<file path="src/rtl/encoder_8to3_seq.sv">
//------------------------------------------------------------------------------
// Module   : encoder_8to3_seq
// Brief    : Snapshots eight active-low request lines and emits the index of
//            each asserted line, one per valid/ready handshake, in priority order.
// Revision : 1.0 - initial release
//------------------------------------------------------------------------------
`default_nettype none

module encoder_8to3_seq #(
    parameter int PRIORITY_LSB = 1
) (
    input  logic       clk,
    input  logic       reset,
    input  logic       en,
    input  logic [7:0] Y,
    output logic       load_ready,
    output logic       out_valid,
    input  logic       out_ready,
    output logic       A,
    output logic       B,
    output logic       C,
    output logic       last,
    output logic [3:0] remaining
);

    typedef enum logic [0:0] {
        IDLE = 1'b0,
        EMIT = 1'b1
    } state_t;

    state_t     r_state;
    state_t     w_state_nxt;
    logic [7:0] r_pending;
    logic [7:0] w_pending_nxt;
    logic [2:0] w_idx;
    logic [3:0] w_count;

    // The last matching bit visited wins, so the scan direction sets the priority.
    generate
        if (PRIORITY_LSB != 0) begin : g_lsb
            always_comb begin
                w_idx = 3'd0;
                for (int i = 7; i >= 0; i--) begin
                    if (r_pending[i]) w_idx = 3'(i);
                end
            end
        end else begin : g_msb
            always_comb begin
                w_idx = 3'd0;
                for (int i = 0; i < 8; i++) begin
                    if (r_pending[i]) w_idx = 3'(i);
                end
            end
        end
    endgenerate

    always_comb begin
        w_count = 4'd0;
        for (int i = 0; i < 8; i++) begin
            w_count = w_count + {3'd0, r_pending[i]};
        end
    end

    always_comb begin
        w_state_nxt   = r_state;
        w_pending_nxt = r_pending;
        case (r_state)
            IDLE: begin
                if (en && (Y != 8'hFF)) begin
                    w_pending_nxt = ~Y;
                    w_state_nxt   = EMIT;
                end
            end
            EMIT: begin
                if (out_ready) begin
                    w_pending_nxt = r_pending & ~(8'h01 << w_idx);
                    if (w_count == 4'd1) w_state_nxt = IDLE;
                end
            end
            default: begin
                w_state_nxt   = IDLE;
                w_pending_nxt = 8'h00;
            end
        endcase
    end

    always_ff @(posedge clk) begin
        if (reset) begin
            r_state   <= IDLE;
            r_pending <= 8'h00;
        end else begin
            r_state   <= w_state_nxt;
            r_pending <= w_pending_nxt;
        end
    end

    // Outputs depend only on registered state, never on the live inputs.
    assign load_ready = (r_state == IDLE);
    assign out_valid  = (r_state == EMIT);
    assign {A, B, C}  = (r_state == EMIT) ? w_idx : 3'b000;
    assign remaining  = (r_state == EMIT) ? w_count : 4'd0;
    assign last       = (r_state == EMIT) && (w_count == 4'd1);

endmodule

`default_nettype wire

</file>
<file path="config.mk">
export PLATFORM = sky130hd
export DESIGN_NAME = encoder_8to3_seq
export DESIGN_NICKNAME = d
export VERILOG_FILES = /design/src/rtl/encoder_8to3_seq.sv
export SDC_FILE = /design/constraint.sdc
export NUM_CORES = 1
export LEC_CHECK = 0
export CORE_MARGIN = 8
export CORE_UTILIZATION = 40
export DETAILED_ROUTE_END_ITERATION = 10
export GPL_ROUTABILITY_DRIVEN = 1
export HOLD_SLACK_MARGIN = 0.02
export MAX_ROUTING_LAYER = met4
export PLACE_DENSITY = 0.69
export SLEW_MARGIN = 25
export SYNTH_ARGS = -nofsm -noshare
export SYNTH_HDL_FRONTEND = slang
export SYNTH_SLANG_ARGS = --single-unit
export TNS_END_PERCENT = 100
</file>
<file path="constraint.sdc">
create_clock -name clk -period 10.1 [get_ports clk]
set_clock_uncertainty 0.1 [all_clocks]
set_input_delay 2.525 -clock clk [delete_from_list [all_inputs] [get_ports clk]]
set_output_delay 2.525 -clock clk [all_outputs]
set_load 0.03 [all_outputs]
</file>
==> out/qor.yml, run 1 <==
status: "finished clean"
crit_top_cell: "fa_1"
antennaDiodeCount: 0
synth_area_sq_um: 764
worst_path_largest_cell_delay_ns: 0.66
fmax_ghz: 0.149
final_common_cell: "clkdlybuf4s50_1"
core_area_sq_um: 1880
clock_latency_ns: 0.27
holdPathStages: 2
syn_nets: 117
drtIter0Drc: 20
ctsHoldBuffers: 0
r2r_cells: 12
grt_pass1_wl_um: 3520
r2r_setup_slack_ns: 6.66
maxCapViolCount: 0
use_met3_pct: 2.80
worstPathMaxFanout: 6
clk_path_buf_depth: 2
dr.pass1.iters: 4
slew_viol_final: 0
worst_pin_slew_ns: 0.520
routedWlPerCell_um: 13.8
synth_compound_area_share_pct: 22.7
finalWorstSetupSlack_ns: 3.38
drcViolationCount: 0
wl_um: 2030
endpoint_kind: "primary output"
design_area_sq_um: 1020
drtAntennaViolNets: 0
post_cts_buffers: 0
setup_viol: 0
synth_fa_ha_area_share_pct: 15.4
hold_viol: 0
synth-simple-area-share_pct: 28.8
crit_arrival_ns: 4.10
grt_max_degree: 17
layout_min_cycle_time_ns: 6.72
power.density_nw_per_um2: 132
synth.area.mux_share_pct: 0
ir_drop_mv: 0.0546
rows: 16
synth-xor-area-share_pct: 1.15
antenna_found_initial: 0
slew_headroom_pct: 65.3
startpoint_type: "flip-flop"
final_net_count: 140
dp_hpwl_um: 1590
place_congestion: 0.848
criticalPathCategory: "flip-flop to primary output"
root_buffer: "clkbuf_4"
cts_tree: "built"
p_leak_uw: 0.000393
hold_end: "r_pending[7]$_SDFFE_PP0P_"
totalPowerFinal_uw: 134
place_area_sq_um: 990
vias: 798
drive_above_1_share_pct: 5.83
ys_seq_elements: 9
yosysWarningCount: 0
r2r-start: "r_pending[0]$_SDFFE_PP0P_"
start_util_pct: 40.6
pre_cts_slack_ns: 3.67
numCtsBuffers: 3
die_w_um: 59.7
path_clk_slew_ns: 0.06
syn_inst: 98
rsz0062_at_grt: "no"
synthDistinctLibCells: 32
tns_ns: 0
cts_resized: 0
yosysSeqAreaShare_pct: 23.6
syn2layout_area_growth_pct: 32.9
rr_endpoint: "out_valid$_SDFF_PP0_"
crit_slowest_cell: "clkdlybuf4s50_1"
io_pins: 22
htreeDepth: 1
synth_top_family_by_area: "simple AND/OR/NAND/NOR gates"
busiest_layer: "met2"
min_from: "r_pending[7]$_SDFFE_PP0P_"
grt_use_total_pct: 13.0
die_area_sq_um: 3570
io_buffers: 21
mostFrequentLayoutCells: "clkdlybuf4s50_1 (21), nor2_1 (20), inv_1 (12)"
required_ns: 7.48
synth.avg_cell_area_sq_um: 7.80
grt_remaining_overflow: 0
path_cells: "fa_1, inv_1, fa_1, fa_1, inv_1, ha_1, inv_1, fa_1, nand2_1, a211oi_1, and2_1, clkdlybuf4s50_1"
grt_pass1_vias: 791
hold_class: "flip-flop to flip-flop"
vias_per_cell: 5.43
die_y_um: 59.7
fin_crit_sh_pct: 66.6
cts.sinks: 9
use_met2_pct: 19.7
grtUsageMet1_pct: 14.7
final_util_pct: 54.0
[per-layer routing]
metal,routed length (um),up-vias
met5,0,-
met4,67,0
met3,155,5
met2,865,38
met1,945,366
li1,-,389
[cells in the mapped netlist]
| cell type | number | area share [%] |
|---|---|---|
| nor3_1 | 5 | 3.3 |
| a2111oi_1 | 1 | 1.3 |
| buf_6 | 1 | 1.5 |
| nor2_1 | 20 | 9.8 |
| o21bai_1 | 2 | 2.0 |
| nand2b_4 | 1 | 1.8 |
| and2_1 | 3 | 2.5 |
| inv_1 | 12 | 5.9 |
| a2111oi_0 | 1 | 1.1 |
| and3_1 | 1 | 0.82 |
| ha_1 | 3 | 4.9 |
| a21o_1 | 2 | 2.0 |
| and3_4 | 1 | 1.5 |
| nor4_2 | 1 | 1.6 |
| a31oi_1 | 5 | 4.1 |
| nand2b_1 | 1 | 0.82 |
| dfxtp_1 | 9 | 24 |
| o21ai_0 | 2 | 1.3 |
| a221oi_1 | 1 | 1.1 |
| nand3_1 | 4 | 2.6 |
| a211oi_1 | 3 | 2.9 |
| a32o_1 | 1 | 1.3 |
| a311oi_1 | 1 | 1.1 |
| o21bai_4 | 1 | 2.5 |
| nand2_1 | 3 | 1.5 |
| nand4_1 | 2 | 1.6 |
| clkbuf_1 | 1 | 0.49 |
| or4_1 | 1 | 0.98 |
| xnor2_1 | 1 | 1.1 |
| a21oi_1 | 3 | 2.0 |
| buf_1 | 1 | 0.49 |
| fa_1 | 4 | 10 |
[cell families after synthesis]
family | Yosys count
simple gates | 43
compound gates | 23
buf+inv | 15
flops | 9
fa+ha+maj | 7
xor+xnor | 1
[area by class of cell]
| cell class | instances | area (sq um) |
|---|---|---|
| inverters | 12 | 45.0 |
| well taps | 27 | 33.8 |
| multi-input cells | 74 | 520 |
| repair buffers | 21 | 210 |
| fillers | 206 | 866 |
| flip-flops and latches | 9 | 180 |
| clock buffers | 4 | 26.3 |
[report_power, final]
group          switching, uW  internal (uW)  total (uW)
logic                   32.5           28.0        60.5
clock network           13.1           15.3        28.4
registers               7.04           38.5        45.5
[metrics by stage]
step / std cells / hold WS (ns)
5_1_grt: 147 / 0.514
3_3_place_gp: 143 / 0.444
2_1_floorplan: 98 / 0.392
4_1_cts: 147 / 0.457
6_report: 147 / 0.454
3_5_place_dp: 143 / 0.448
[registers in the layout, summed over array words and instances, names as in the netlist]
signal     cells
r_pending      8
out_valid      1
[worst max-delay path: cells and delay by family (launching register included)]
kind | cells | cell delay, ns
fa+ha+maj | 5 | 2.11
compound gates | 1 | 0.26
flops | 1 | 0.39
simple gates | 2 | 0.22
buf+inv | 4 | 0.84
[how the worst max path moves through the flow]
stage | start | end | cells past startpoint
floorplan | r_pending[0]$_SDFFE_PP0P_ | last | 11
global placement | r_pending[0]$_SDFFE_PP0P_ | last | 12
detailed placement | r_pending[0]$_SDFFE_PP0P_ | last | 12
CTS | r_pending[0]$_SDFFE_PP0P_ | last | 12
global route | r_pending[0]$_SDFFE_PP0P_ | last | 12
finish | r_pending[0]$_SDFFE_PP0P_ | last | 12
(Power assumes the default switching activity.)
==> run 2: changes to the inputs <==
==> constraint.sdc (replaced) <==
create_clock -name clk -period 6.4 [get_ports clk]
set_clock_uncertainty 0.1 [all_clocks]
set_input_delay 1.6 -clock clk [delete_from_list [all_inputs] [get_ports clk]]
set_output_delay 1.6 -clock clk [all_outputs]
set_load 0.03 [all_outputs]
==> results of run 2 <==
Same layout as run 1 (identical final DEF). Status: finished clean.
Main changes from that run: setup slack after placement 3.67 ns -> 0.894 ns; setup slack after layout 3.38 ns -> 0.602 ns; register-to-register setup slack 6.66 ns -> 2.96 ns; total power 134 uW -> 212 uW; worst IR drop on VDD 0.0546 mV -> 0.0861 mV
==> run 3: changes to the inputs <==
--- a/config.mk
+++ b/config.mk
@@ -8,10 +8,10 @@
 export CORE_MARGIN = 8
 export CORE_UTILIZATION = 40
 export DETAILED_ROUTE_END_ITERATION = 10
-export GPL_ROUTABILITY_DRIVEN = 1
 export HOLD_SLACK_MARGIN = 0.02
 export MAX_ROUTING_LAYER = met4
 export PLACE_DENSITY = 0.69
+export RECOVER_POWER = 100
 export SLEW_MARGIN = 25
 export SYNTH_ARGS = -nofsm -noshare
 export SYNTH_HDL_FRONTEND = slang
==> run 3 against run 2 <==
Net effect: via count is 1.9% lower; worst hold slack better by 0.0080 ns; routed wire length is 0.44% higher; critical endpoint unchanged.
==> out/qor.yml, run 3 (synthesis gave the netlist of run 1 again) <==
status: "finished clean"
power.density_nw_per_um2: 208
vias: 783
nFillCells: 211
final_common_cell: "nor2_1"
die_area_sq_um: 3570
setup_viol: 0
vias_per_cell: 5.33
mostFrequentLayoutCells: "nor2_1 (20), inv_1 (12), clkdlybuf4s50_1 (11)"
start_util_pct: 40.6
startpoint_type: "flip-flop"
grt_pass1_vias: 791
routedWlPerCell_um: 13.9
wl_um: 2040
ctsHoldBuffers: 0
crit_arrival_ns: 4.16
die_y_um: 59.7
crit_buf_inv: 4
criticalPathCategory: "flip-flop to primary output"
largest-register: "r_pending"
path_clk_slew_ns: 0.06
htreeDepth: 1
tns_ns: 0
post_cts_buffers: 0
drtIter0Drc: 16
ir_drop_mv: 0.0837
required_ns: 4.70
cts_tree: "built"
totalPowerFinal_uw: 207
die_w_um: 59.7
worst_pin_slew_ns: 0.628
p_leak_uw: 0.000411
rsz0062_at_grt: "no"
grt_remaining_overflow: 0
drtAntennaViolNets: 0
core_area_sq_um: 1880
crit_slowest_cell: "dlygate4sd3_1"
post_layout_nonfiller_instances: 147
grt_pass1_wl_um: 3520
fin_crit_sh_pct: 91.6
fmax_ghz: 0.171
clk_path_buf_depth: 2
maxCapViolCount: 0
cts_resized: 0
antenna_found_initial: 0
largest_reg_flops: 8
slew_viol_final: 0
drcViolationCount: 0
hold_class: "flip-flop to flip-flop"
drive_above_1_share_pct: 4.17
hold_viol: 0
rows: 16
endpoint_kind: "primary output"
io_buffers: 21
worst_path_largest_cell_delay_ns: 0.73
syn2layout_area_growth_pct: 30.4
layout_min_cycle_time_ns: 5.86
dr.pass1.iters: 4
cp_top_family: "adder cells"
place_congestion: 0.848
placed_cells: 143
root_buffer: "clkbuf_4"
path_cells: "fa_1, inv_1, fa_1, fa_1, inv_1, ha_1, inv_1, fa_1, nand2_1, a211oi_1, and2_1, dlygate4sd3_1"
dp_hpwl_um: 1590
io_pins: 22
antennaDiodeCount: 0
slew_headroom_pct: 58.1
grt_max_degree: 17
clock_latency_ns: 0.27
cts.sinks: 9
final_net_count: 140
numCtsBuffers: 3
grt_use_total_pct: 13.0
crit_top_cell: "fa_1"
worstPathMaxFanout: 6
## run 3: changes by cell type in the layout (fill, tap and decap cells not counted), sizes merged
| cell | previous run | this run |
|---|---|---|
| dlygate4sd3 | 0 | 10 |
| clkdlybuf4s50 | 21 | 11 |
## run 3: layout make-up
class	count	area, sq um	share of cell area, %
inverters	12	45.0	4.52
repair buffers	21	210	21.1
clock buffers	4	26.3	2.63
multi-input cells	74	502	50.3
well taps	27	33.8	3.39
flip-flops and latches	9	180	18.1
## run 3: tightest hold or removal path: cells and delay by family (launching register included)
| family | cells | cell delay, ns |
|---|---|---|
| DFF | 1 | 0.36 |
| AOI/OAI and AO/OA | 1 | 0.06 |
| and+or+nand+nor | 1 | 0.09 |
## run 3: worst paths after layout
kind	endpoint	cells past startpoint	slack [ns]	startpoint
worst min-delay path	r_pending[7]$_SDFFE_PP0P_	2	0.46	r_pending[7]$_SDFFE_PP0P_
worst max-delay path	last	12	0.54	r_pending[0]$_SDFFE_PP0P_
worst min register to register	r_pending[7]$_SDFFE_PP0P_	2	0.46	r_pending[7]$_SDFFE_PP0P_
worst max register to register	out_valid$_SDFF_PP0_	12	2.95	r_pending[0]$_SDFFE_PP0P_
## run 3: per-stage QoR
step                instance area, sq um  utilization, %  setup slack [ns]  hold slack [ns]
finish                               997            53.0             0.539            0.462
global route                         997            53.0             0.312            0.514
CTS                                 1020            54.0             0.583            0.457
detailed placement                   990            52.6             0.894            0.448
global placement                     990            52.6             0.965            0.444
floorplan                            764               -              1.55            0.392
## run 3: report_power, final
part	total (uW)	switching (uW)	internal, uW	leakage (uW)
sequential	71.7	10.9	60.8	0.0000739
combinational	91.0	50.6	40.3	0.000322
clock	44.8	20.7	24.1	0.0000150
## run 3: per-layer routing
layer / part of all wire (%) / GRT usage (%) / vias up / wire length [um]
met1: 49 / 14.7 / 362 / 991
li1: - / - / 390 / -
met5: 0 / - / - / 0
met3: 6.5 / 2.80 / 5 / 132
met2: 42 / 19.7 / 26 / 852
met4: 3.3 / 9.52 / 0 / 67
